===== src/rtl/melody_pkg.sv =====
// Shared definitions for the melody loader and the melody game core.
// Holds the loader state encoding, LFSR taps, the fixed ROM tune and the
// note packing geometry (8 slots of 4 bits, note in the low 3 bits of a slot).
package melody_pkg;

    typedef enum logic [2:0] {
        IDLE,
        CLEAR,
        GEN,
        WRITE,
        GAP,
        START,
        PLAY
    } state_t;

    localparam logic [15:0] LFSR_TAPS  = 16'hB400;
    localparam logic [31:0] MELODY_ROM = 32'h3455_4400;
    localparam int          NOTE_W     = 3;
    localparam int          SLOT_W     = 4;
    localparam int          NOTE_COUNT = 8;

    // Bit position of the least significant bit of note slot k.
    function automatic int slot_offset(input int k);
        return SLOT_W * k;
    endfunction

endpackage


===== src/rtl/melody_loader_if.sv =====
// Bus between the melody loader (master) and the melody game core (slave).
//   data_out     : packed 8-note melody, valid while write_enable is high
//   write_enable : one-cycle melody write strobe
//   game_start   : one-cycle game start strobe
//   core_reset   : one-cycle pulse, OR'd into the core reset at top level
//   game_end     : sticky game-complete flag from the core
interface melody_loader_if;

    logic [31:0] data_out;
    logic        write_enable;
    logic        game_start;
    logic        core_reset;
    logic        game_end;

    modport master (
        output data_out,
        output write_enable,
        output game_start,
        output core_reset,
        input  game_end
    );

    modport slave (
        input  data_out,
        input  write_enable,
        input  game_start,
        input  core_reset,
        output game_end
    );

endinterface


===== src/rtl/melody_loader_btn_debounce.sv =====
// Push-button conditioner: 2-flop synchronizer, stability counter and
// rising-edge detector.
//   clk, reset : system clock, asynchronous active-high reset
//   btn_raw    : raw asynchronous button level
//   press      : one-cycle pulse when the debounced level rises
// The debounced level flips only after DEBOUNCE_CYCLES consecutive
// synchronized samples that all differ from the current level.
module btn_debounce #(
    parameter int DEBOUNCE_CYCLES = 500000
) (
    input  logic clk,
    input  logic reset,
    input  logic btn_raw,
    output logic press
);

    localparam int CNT_W = (DEBOUNCE_CYCLES < 2) ? 1 : $clog2(DEBOUNCE_CYCLES + 1);
    localparam logic [CNT_W-1:0] CNT_LAST = CNT_W'(DEBOUNCE_CYCLES - 1);

    logic             sync1_reg;
    logic             sync2_reg;
    logic             level_reg;
    logic             press_reg;
    logic [CNT_W-1:0] cnt_reg;

    always_ff @(posedge clk or posedge reset) begin
        if (reset) begin
            sync1_reg <= 1'b0;
            sync2_reg <= 1'b0;
            level_reg <= 1'b0;
            press_reg <= 1'b0;
            cnt_reg   <= '0;
        end else begin
            sync1_reg <= btn_raw;
            sync2_reg <= sync1_reg;
            press_reg <= 1'b0;
            if (sync2_reg == level_reg) begin
                // Any sample agreeing with the current level restarts the run.
                cnt_reg <= '0;
            end else if (cnt_reg == CNT_LAST) begin
                level_reg <= sync2_reg;
                press_reg <= sync2_reg;
                cnt_reg   <= '0;
            end else begin
                cnt_reg <= cnt_reg + 1'b1;
            end
        end
    end

    assign press = press_reg;

endmodule


===== src/rtl/melody_loader.sv =====
// Host-side producer for the melody memory-game core.
// On a debounced start press it pulses core_reset, builds an 8-note melody
// (from a free-running LFSR or the fixed ROM tune), writes it with a
// write_enable pulse, waits START_GAP cycles and pulses game_start. In PLAY
// it counts completed games (game_end) or restarts on a new press.
//   clk, reset  : system clock, asynchronous active-high reset
//   start_btn   : raw start button
//   melody_sel  : 0 = random melody, 1 = ROM melody (sampled in CLEAR)
//   bus         : core bus (data_out, write_enable, game_start, core_reset, game_end)
//   busy        : high whenever the FSM is not IDLE
//   round_count : completed games, saturating at 255
module melody_loader
    import melody_pkg::*;
#(
    parameter logic [15:0] SEED            = 16'hACE1,
    parameter int          DEBOUNCE_CYCLES = 500000,
    parameter int          START_GAP       = 2
) (
    input  logic            clk,
    input  logic            reset,
    input  logic            start_btn,
    input  logic            melody_sel,
    melody_loader_if.master bus,
    output logic            busy,
    output logic [7:0]      round_count
);

    // An all-zero Galois LFSR never leaves zero.
    localparam logic [15:0] SEED_SAFE = (SEED == 16'h0000) ? 16'h0001 : SEED;
    localparam int          GAP_N     = (START_GAP < 1) ? 1 : START_GAP;
    localparam int          GAP_W     = (GAP_N < 2) ? 1 : $clog2(GAP_N + 1);
    localparam logic [GAP_W-1:0] GAP_LAST = GAP_W'(GAP_N - 1);

    state_t             state_reg, state_next;
    logic [15:0]        lfsr_reg, lfsr_next;
    logic [2:0]         gen_idx_reg;
    logic [GAP_W-1:0]   gap_cnt_reg;
    logic               sel_reg;
    logic [31:0]        shadow_reg, shadow_next;
    logic [31:0]        rand_fill;
    logic [31:0]        data_out_reg;
    logic [7:0]         round_count_reg;
    logic               press;
    logic               core_reset_c, write_enable_c, game_start_c, busy_c;

    btn_debounce #(
        .DEBOUNCE_CYCLES(DEBOUNCE_CYCLES)
    ) u_debounce (
        .clk    (clk),
        .reset  (reset),
        .btn_raw(start_btn),
        .press  (press)
    );

    // Free-running right-shift Galois LFSR.
    assign lfsr_next = {1'b0, lfsr_reg[15:1]} ^ (lfsr_reg[0] ? LFSR_TAPS : 16'h0000);

    // Random-mode fill: the slot selected by gen_idx takes the current LFSR
    // note with its pad bit cleared; other slots keep their contents.
    for (genvar gi = 0; gi < NOTE_COUNT; gi++) begin : g_slot
        assign rand_fill[slot_offset(gi) +: SLOT_W] =
            (gen_idx_reg == 3'(gi)) ? {1'b0, lfsr_reg[NOTE_W-1:0]}
                                    : shadow_reg[slot_offset(gi) +: SLOT_W];
    end

    always_comb begin
        shadow_next = shadow_reg;
        if (state_reg == CLEAR) begin
            shadow_next = '0;
        end else if (state_reg == GEN) begin
            if (!sel_reg) begin
                shadow_next = rand_fill;
            end else if (gen_idx_reg == 3'd7) begin
                shadow_next = MELODY_ROM;
            end
        end
    end

    always_comb begin
        state_next     = state_reg;
        core_reset_c   = 1'b0;
        write_enable_c = 1'b0;
        game_start_c   = 1'b0;
        busy_c         = (state_reg != IDLE);
        unique case (state_reg)
            IDLE:  if (press) state_next = CLEAR;
            CLEAR: begin
                core_reset_c = 1'b1;
                state_next   = GEN;
            end
            GEN:   if (gen_idx_reg == 3'd7) state_next = WRITE;
            WRITE: begin
                write_enable_c = 1'b1;
                state_next     = GAP;
            end
            GAP:   if (gap_cnt_reg == GAP_LAST) state_next = START;
            START: begin
                game_start_c = 1'b1;
                state_next   = PLAY;
            end
            PLAY: begin
                // A completed game takes priority over a simultaneous press.
                if (bus.game_end)   state_next = IDLE;
                else if (press)     state_next = CLEAR;
            end
            default: state_next = IDLE;
        endcase
    end

    always_ff @(posedge clk or posedge reset) begin
        if (reset) begin
            state_reg       <= IDLE;
            lfsr_reg        <= SEED_SAFE;
            gen_idx_reg     <= '0;
            gap_cnt_reg     <= '0;
            sel_reg         <= 1'b0;
            shadow_reg      <= '0;
            data_out_reg    <= '0;
            round_count_reg <= '0;
        end else begin
            state_reg  <= state_next;
            lfsr_reg   <= lfsr_next;
            shadow_reg <= shadow_next;
            if (state_reg == CLEAR) sel_reg <= melody_sel;
            gen_idx_reg <= (state_reg == GEN) ? gen_idx_reg + 3'd1 : 3'd0;
            gap_cnt_reg <= (state_reg == GAP) ? gap_cnt_reg + 1'b1 : '0;
            // Load the finished melody on the way into WRITE so it is
            // already valid while write_enable is high.
            if (state_reg == GEN && gen_idx_reg == 3'd7) data_out_reg <= shadow_next;
            if (state_reg == PLAY && bus.game_end && round_count_reg != 8'hFF)
                round_count_reg <= round_count_reg + 8'd1;
        end
    end

    assign bus.data_out     = data_out_reg;
    assign bus.write_enable = write_enable_c;
    assign bus.game_start   = game_start_c;
    assign bus.core_reset   = core_reset_c;
    assign busy             = busy_c;
    assign round_count      = round_count_reg;

endmodule


===== src/flat_wrapper.sv =====
// flat-port wrapper written by rule: the top's interface ports become plain ports
module melody_loader_flat import melody_pkg::*;
#(
    parameter logic [15:0] SEED            = 16'hACE1,
    parameter int          DEBOUNCE_CYCLES = 500000,
    parameter int          START_GAP       = 2
)
  (clk, reset, start_btn, melody_sel, busy, round_count, bus_data_out, bus_write_enable, bus_game_start, bus_core_reset, bus_game_end);
  melody_loader_if bus_i ();
  input  logic clk;
  input  logic reset;
  input  logic start_btn;
  input  logic melody_sel;
  output logic busy;
  output logic [7:0] round_count;
  output wire logic [$bits(bus_i.data_out)-1:0] bus_data_out;
  output wire logic [$bits(bus_i.write_enable)-1:0] bus_write_enable;
  output wire logic [$bits(bus_i.game_start)-1:0] bus_game_start;
  output wire logic [$bits(bus_i.core_reset)-1:0] bus_core_reset;
  input wire logic [$bits(bus_i.game_end)-1:0] bus_game_end;
  assign bus_data_out = bus_i.data_out;
  assign bus_write_enable = bus_i.write_enable;
  assign bus_game_start = bus_i.game_start;
  assign bus_core_reset = bus_i.core_reset;
  assign bus_i.game_end = bus_game_end;
  melody_loader #(.SEED(SEED), .DEBOUNCE_CYCLES(DEBOUNCE_CYCLES), .START_GAP(START_GAP)) u_core (.clk(clk), .reset(reset), .start_btn(start_btn), .melody_sel(melody_sel), .bus(bus_i), .busy(busy), .round_count(round_count));
endmodule

===== config.mk =====
export PLATFORM = sky130hd
export DESIGN_NAME = melody_loader_flat
export DESIGN_NICKNAME = d
export VERILOG_FILES = /design/src/rtl/melody_pkg.sv /design/src/rtl/melody_loader_if.sv /design/src/rtl/melody_loader_btn_debounce.sv /design/src/rtl/melody_loader.sv /design/src/flat_wrapper.sv
export SDC_FILE = /design/constraint.sdc
export NUM_CORES = 1
export LEC_CHECK = 0
export BUFFER_PORTS_ARGS = -buffer_cell sky130_fd_sc_hd__buf_4
export CORE_MARGIN = 2
export CORE_UTILIZATION = 63
export DETAILED_ROUTE_END_ITERATION = 10
export GPL_TIMING_DRIVEN = 0
export PLACE_DENSITY = 0.83
export SYNTH_ARGS = -nofsm -noshare
export SYNTH_HDL_FRONTEND = slang
export SYNTH_HIERARCHICAL = 1
export SYNTH_SLANG_ARGS = --single-unit

===== constraint.sdc =====
create_clock -name clk -period 6.1 [get_ports clk]
set_input_delay 0.915 -clock clk [delete_from_list [all_inputs] [get_ports clk]]
set_output_delay 0.915 -clock clk [all_outputs]
set_load 0.01 [all_outputs]

==> Word-level counts from Yosys, hierarchy flattened <==
Cells that the tools add are included.
{ "op_classes": {"n_lt_le_gt_ge": 0, "n_eq_ne": 19, "n_bitwise": 2, "reduce_logical": 8, "n_div": 0, "addsub": 4, "n_mux": 27, "n_mul": 0, "n_shift": 0} }
{ "ops": {"columns": ["operator", "count"], "rows": [
  ["$mux 32", 4],
  ["$mux 19", 2],
  ["$mux 4", 8],
  ["$eq 3x3->1 const B", 7],
  ["$pmux 3 s7", 1],
  ["$add 19x1->19 const B", 1],
  ["$eq 19x19->1 const B", 1],
  ["$mux 16", 1],
  ["$xor 15x16->16", 1],
  ["$mux 3", 5],
  ["$eq 3x2->1 const B", 4],
  ["$add 8x1->8 const B", 1],
  ["$ne 8x8->1 const B", 1],
  ["$eq 3x1->1 const B", 2],
  ["$logic_not 3->1", 2],
  ["$mux 1", 5],
  ["$ne 2x1->1 const B", 2],
  ["$reduce_and 2->1", 2],
  ["$add 3x1->3 const B", 1],
  ["$logic_and 1x1->1", 3],
  ["$reduce_bool 3->1", 1],
  ["$add 2x1->2 const B", 1],
  ["$eq 2x1->1 const B", 1],
  ["$mux 2", 1],
  ["2 further kinds", 2]
]} }
{ "totals": {"ram_bits": 0, "latch_bits": 0, "mem_bits_ro": 0, "ff_bits": 120, "inputBits": 5, "mem_count": 0} }

==> Logic depth before layout (Yosys ltp) <==
{ "depth": {"word_depth": 5, "depth_mapped": 7} }

==> By module <==
Netlist, hierarchy kept.
{ "by_module_without_submodules": {"columns": ["module", "instances", "cells_per_inst", "area_per_inst_um2", "seq_area_each_um2"], "rows": [
  ["melody_loader", 1, 325, 3881.2, 2412.3],
  ["btn_debounce", 1, 108, 1153.6, 575.6]
]} }

==> Worst setup path before layout <==
Ideal clock, no wire load.
{ "synth_timing": {"path_kind": "reg2out", "from": "register u_core.state_reg[1]", "to": "output port bus_core_reset", "path_slack_ns": 4.143, "required_ns": 5.185, "arrival_time_ns": 1.042, "n_path_buf": 1, "path_stages_with_launch": 5, "path_cell_list": "dfrtp_1 -> nand2b_1 -> nand2b_1 -> clkbuf_1 -> inv_1"} }
{ "synth_between": {"elab_chain_cells": 2} }
{ "synth_rtl": {"columns": ["item", "line", "source"], "rows": [
  ["start: declaration", "melody_loader.sv:34", "state_t state_reg, state_next;"],
  ["start signal: assignment", "melody_loader.sv:121", "state_reg <= state_next;"],
  ["$eq 3x1->1", "melody_loader.sv:85", "unique case (state_reg)"],
  ["$mux 1", "melody_loader.sv:85", null],
  ["end: declaration", "flat_wrapper.sv:19", "output wire logic [$bits(bus_i.core_reset)-1:0] bus_core_reset;"]
]} }
No other way between the ends.

==> Final worst setup path <==
Same ends and word-level chain as after synthesis.

==> flow_metrics.tcl <==
set metrics [dict create \
    outcome "finished clean" \
    synth-edff-count 0 \
    io_buffers 48 \
    initial_core_util_pct 65.2 \
    crit_fanout 7 \
    synth-compound-area-share_pct 6.49 \
    drt_iter0_drc 201 \
    synthAdderAreaFrac_pct 2.49 \
    crit_top_cell "nand2b_1" \
    largest_reg_flops 32 \
    synthToLayoutAreaGrowth_pct 22.7 \
    cts_tree "done" \
    max_cap_viol_count 0 \
    htreeDepth 4 \
    fin_skew_ns 0.00537 \
    wl_met3_um 649 \
    path_cells "nand2b_1, nand2b_1, clkbuf_1, inv_1, buf_4" \
    power.share.sequential_pct 39.5 \
    rsz0062_at_grt "no" \
    cpPeakStageDelay_ns 0.41 \
    num_antenna_cells 0 \
    synth_xor_area_share_pct 3.83 \
    crit_arrival_ns 2.03 \
    vias 3689 \
    die_h_um 93.4 \
    routed_wl_mm 11.7 \
    synthFlopType "dfrtp_1" \
    die_area_um2 8720 \
    clkLatencyLatePin_ns 0.52 \
    async_reset_ff_share_pct 100 \
    switchingPower_mw 0.552 \
    antenna_found_initial 0 \
    crit_type "flop to output pin" \
    setup_tns_ns 0 \
    nFillCells 434 \
    yosysUniqueCellTypes 49 \
    syn_inst 433 \
    yosysWarnings 6 \
    drt_pass1_iterations 5 \
    clk_pin_slew_worst_paths_ns 0.05 \
    grt_pass1_vias 3799 \
    drv_slew 0 \
    drtAntennaViolNets 0 \
    fin_util_pct 80.0 \
    cts_buffers 17 \
    finalHoldViolations 0 \
    grt_max_degree 65 \
    synth-seq-cells 119 \
    final_cell_mix "111 x dfrtp_1, 53 x nor2_1, 50 x buf_4" \
    internal_power_mw 1.65 \
    cts.sinks 119 \
    track_usage_pct 29.6 \
    worstMarginPinSlew_ns 0.856 \
    core_region_area_um2 7730 \
    min_path_type "flop to flop" \
    via_per_inst 6.00 \
    place.gp.congestion 0.832 \
    p_leak_nw 3.05 \
    io_pins 49 \
    power.share.clock_pct 48.3 \
    syn_area_per_cell_um2 11.6 \
    yosys.area_share.simple_pct 18.9 \
    rows 32 \
    endpoint_kind "output pin" \
    postCtsSetupBuffers 0 \
    max_slew_margin_pct 42.9 \
    ir_worst_vdd_v 0.000228 \
    cts.path.max_buffers 2 \
    drive_above_1_share_pct 24.4 \
    drc 0 \
    layout_commonest_cell "dfrtp_1" \
    synth_mux_area_share_pct 6.24 \
    hold_buffers 0 \
    timing.final.crit_share_pct 48.3 \
    pwr_density_cell_nw_per_um2 356 \
    dr.max_layer_used "met4" \
    fp.dieW_um 93.4 \
    grt_pass1_wl_mm 19.3 \
    wl_met2_mm 5.95 \
    slowest_stage "dfrtp_1" \
    final_nets 516 \
    timing.fmax_ghz 0.340 \
    combPwrFrac_pct 12.2 \
    cts-root-buf "clkbuf_8" \
    routedWlPerCell_um 19.1 \
    grt_overflow 0 \
    post-dp-hpwl_mm 6.88 \
    netlist_area_um2 5030 \
    synth_top_family_by_area "simple AND/OR/NAND/NOR gates" \
    ys_seq_area_share_pct 59.3 \
    worstSetupStartpointType "flop" \
    switching_share_pct 25.1 \
    fin_crit_ns 2.94 \
    synth_fp_nets 448 \
    drt-met1-wl_mm 4.75 \
    cts_resized 0 \
    final-setup-viol-count 0 \
    required_ns 5.18 \
]
Yosys cell counts (all sizes together), types with 2 or more instances:
master	count	area share, %
nor2	54	4.1
nand3	29	3.7
nand2b	4	0.50
mux2	11	2.5
xor2	7	1.2
or4	2	0.37
a21oi	13	1.3
nand3b	2	0.30
and3	10	1.4
o21ai	27	2.7
nor3	5	0.50
buf	10	1.2
nand2	29	2.2
dfrtp	111	55
xnor2	15	2.6
nand4b	5	0.87
ha	10	2.5
inv	15	1.1
and2	4	0.50
nor3b	2	0.50
nand4	6	1.6
dfstp	8	4.2
mux2i	19	3.8
clkbuf	6	0.45
a31oi	12	1.5
nor2b	2	0.30
nor4	6	1.2
or3	2	0.25
cell families (layout without fill, tap and decap cells):
kind of cell,count (synthesis),in the layout
flip-flops,119,119
AND/OR/NAND/NOR,165,165
buffers and inverters,31,111
XOR/XNOR,22,22
multiplexers,30,30
adder cells (fa/ha/maj),10,10
AO/OA/AOI/OAI,56,56
stage by stage:
step                      setup WS, ns  total power [mW]  hold WS, ns  cell area [µm²]  std cells
after detailed placement          3.79              1.14        0.340             5550        584
after global routing              3.03              2.28        0.363             6180        615
after floorplan                   2.69              1.05        0.331             5030        433
after CTS                         3.17              2.20        0.349             6180        615
final                             3.16              2.20        0.346             6180        615
after global placement            1.79              1.13        0.332             5520        583
path summary, 6_finish.rpt:
| check | cells after the start | end | from | slack [ns] |
|---|---|---|---|---|
| setup / recovery | 5 | bus_core_reset | u_core/state_reg[1]$_DFFE_PP0P_ | 3.16 |
| hold / removal | 0 | u_core/lfsr_reg[8]$_DFF_PP0_ | u_core/lfsr_reg[9]$_DFF_PP0_ | 0.35 |
| setup reg to reg | 5 | u_core/u_debounce/cnt_reg[18]$_DFF_PP0_ | u_core/u_debounce/cnt_reg[0]$_DFF_PP0_ | 4.11 |
| hold reg to reg | 0 | u_core/lfsr_reg[8]$_DFF_PP0_ | u_core/lfsr_reg[9]$_DFF_PP0_ | 0.35 |
| max in group asynchronous | 2 | u_core/u_debounce/cnt_reg[12]$_DFF_PP0_ | reset | 4.97 |
| min in group asynchronous | 2 | u_core/gap_cnt_reg[0]$_DFF_PP0_ | reset | 0.42 |
layer usage:
| layer | global-route usage [%] | vias up |
|---|---|---|
| met3 | 7.17 | 39 |
| met5 | 0 | - |
| li1 | - | 1630 |
| met4 | 13.8 | 0 |
| met1 | 37.8 | 1846 |
| met2 | 47.9 | 174 |
power groups by stage:
stage	Combinational, mW	Clock, mW	Sequential, mW
final	0.269	1.06	0.868
after global routing	0.294	1.11	0.874
after CTS	0.268	1.07	0.868
after detailed placement	0.260	0	0.881
after global placement	0.251	0	0.877
after floorplan	0.177	0	0.877
worst max-delay path, delay by kind of cell (launching register included):
family,cells,cell delay [ns]
buffers and inverters,3,0.75
DFF,1,0.41
and+or+nand+nor,2,0.36
area by class of cell:
type                            count  area, µm²  share of cell area, %
Sequential cell                   119       2990                   48.4
Clock buffer                       23        457                   7.39
Buffer                             16       81.3                   1.32
Clock inverter                      8        169                   2.73
Tap cell                          102        128                   2.07
Multi-Input combinational cell    283       1910                   30.9
Timing Repair Buffer               49        388                   6.28
Inverter                           15       58.8                  0.952
(Power assumes the default switching activity.)
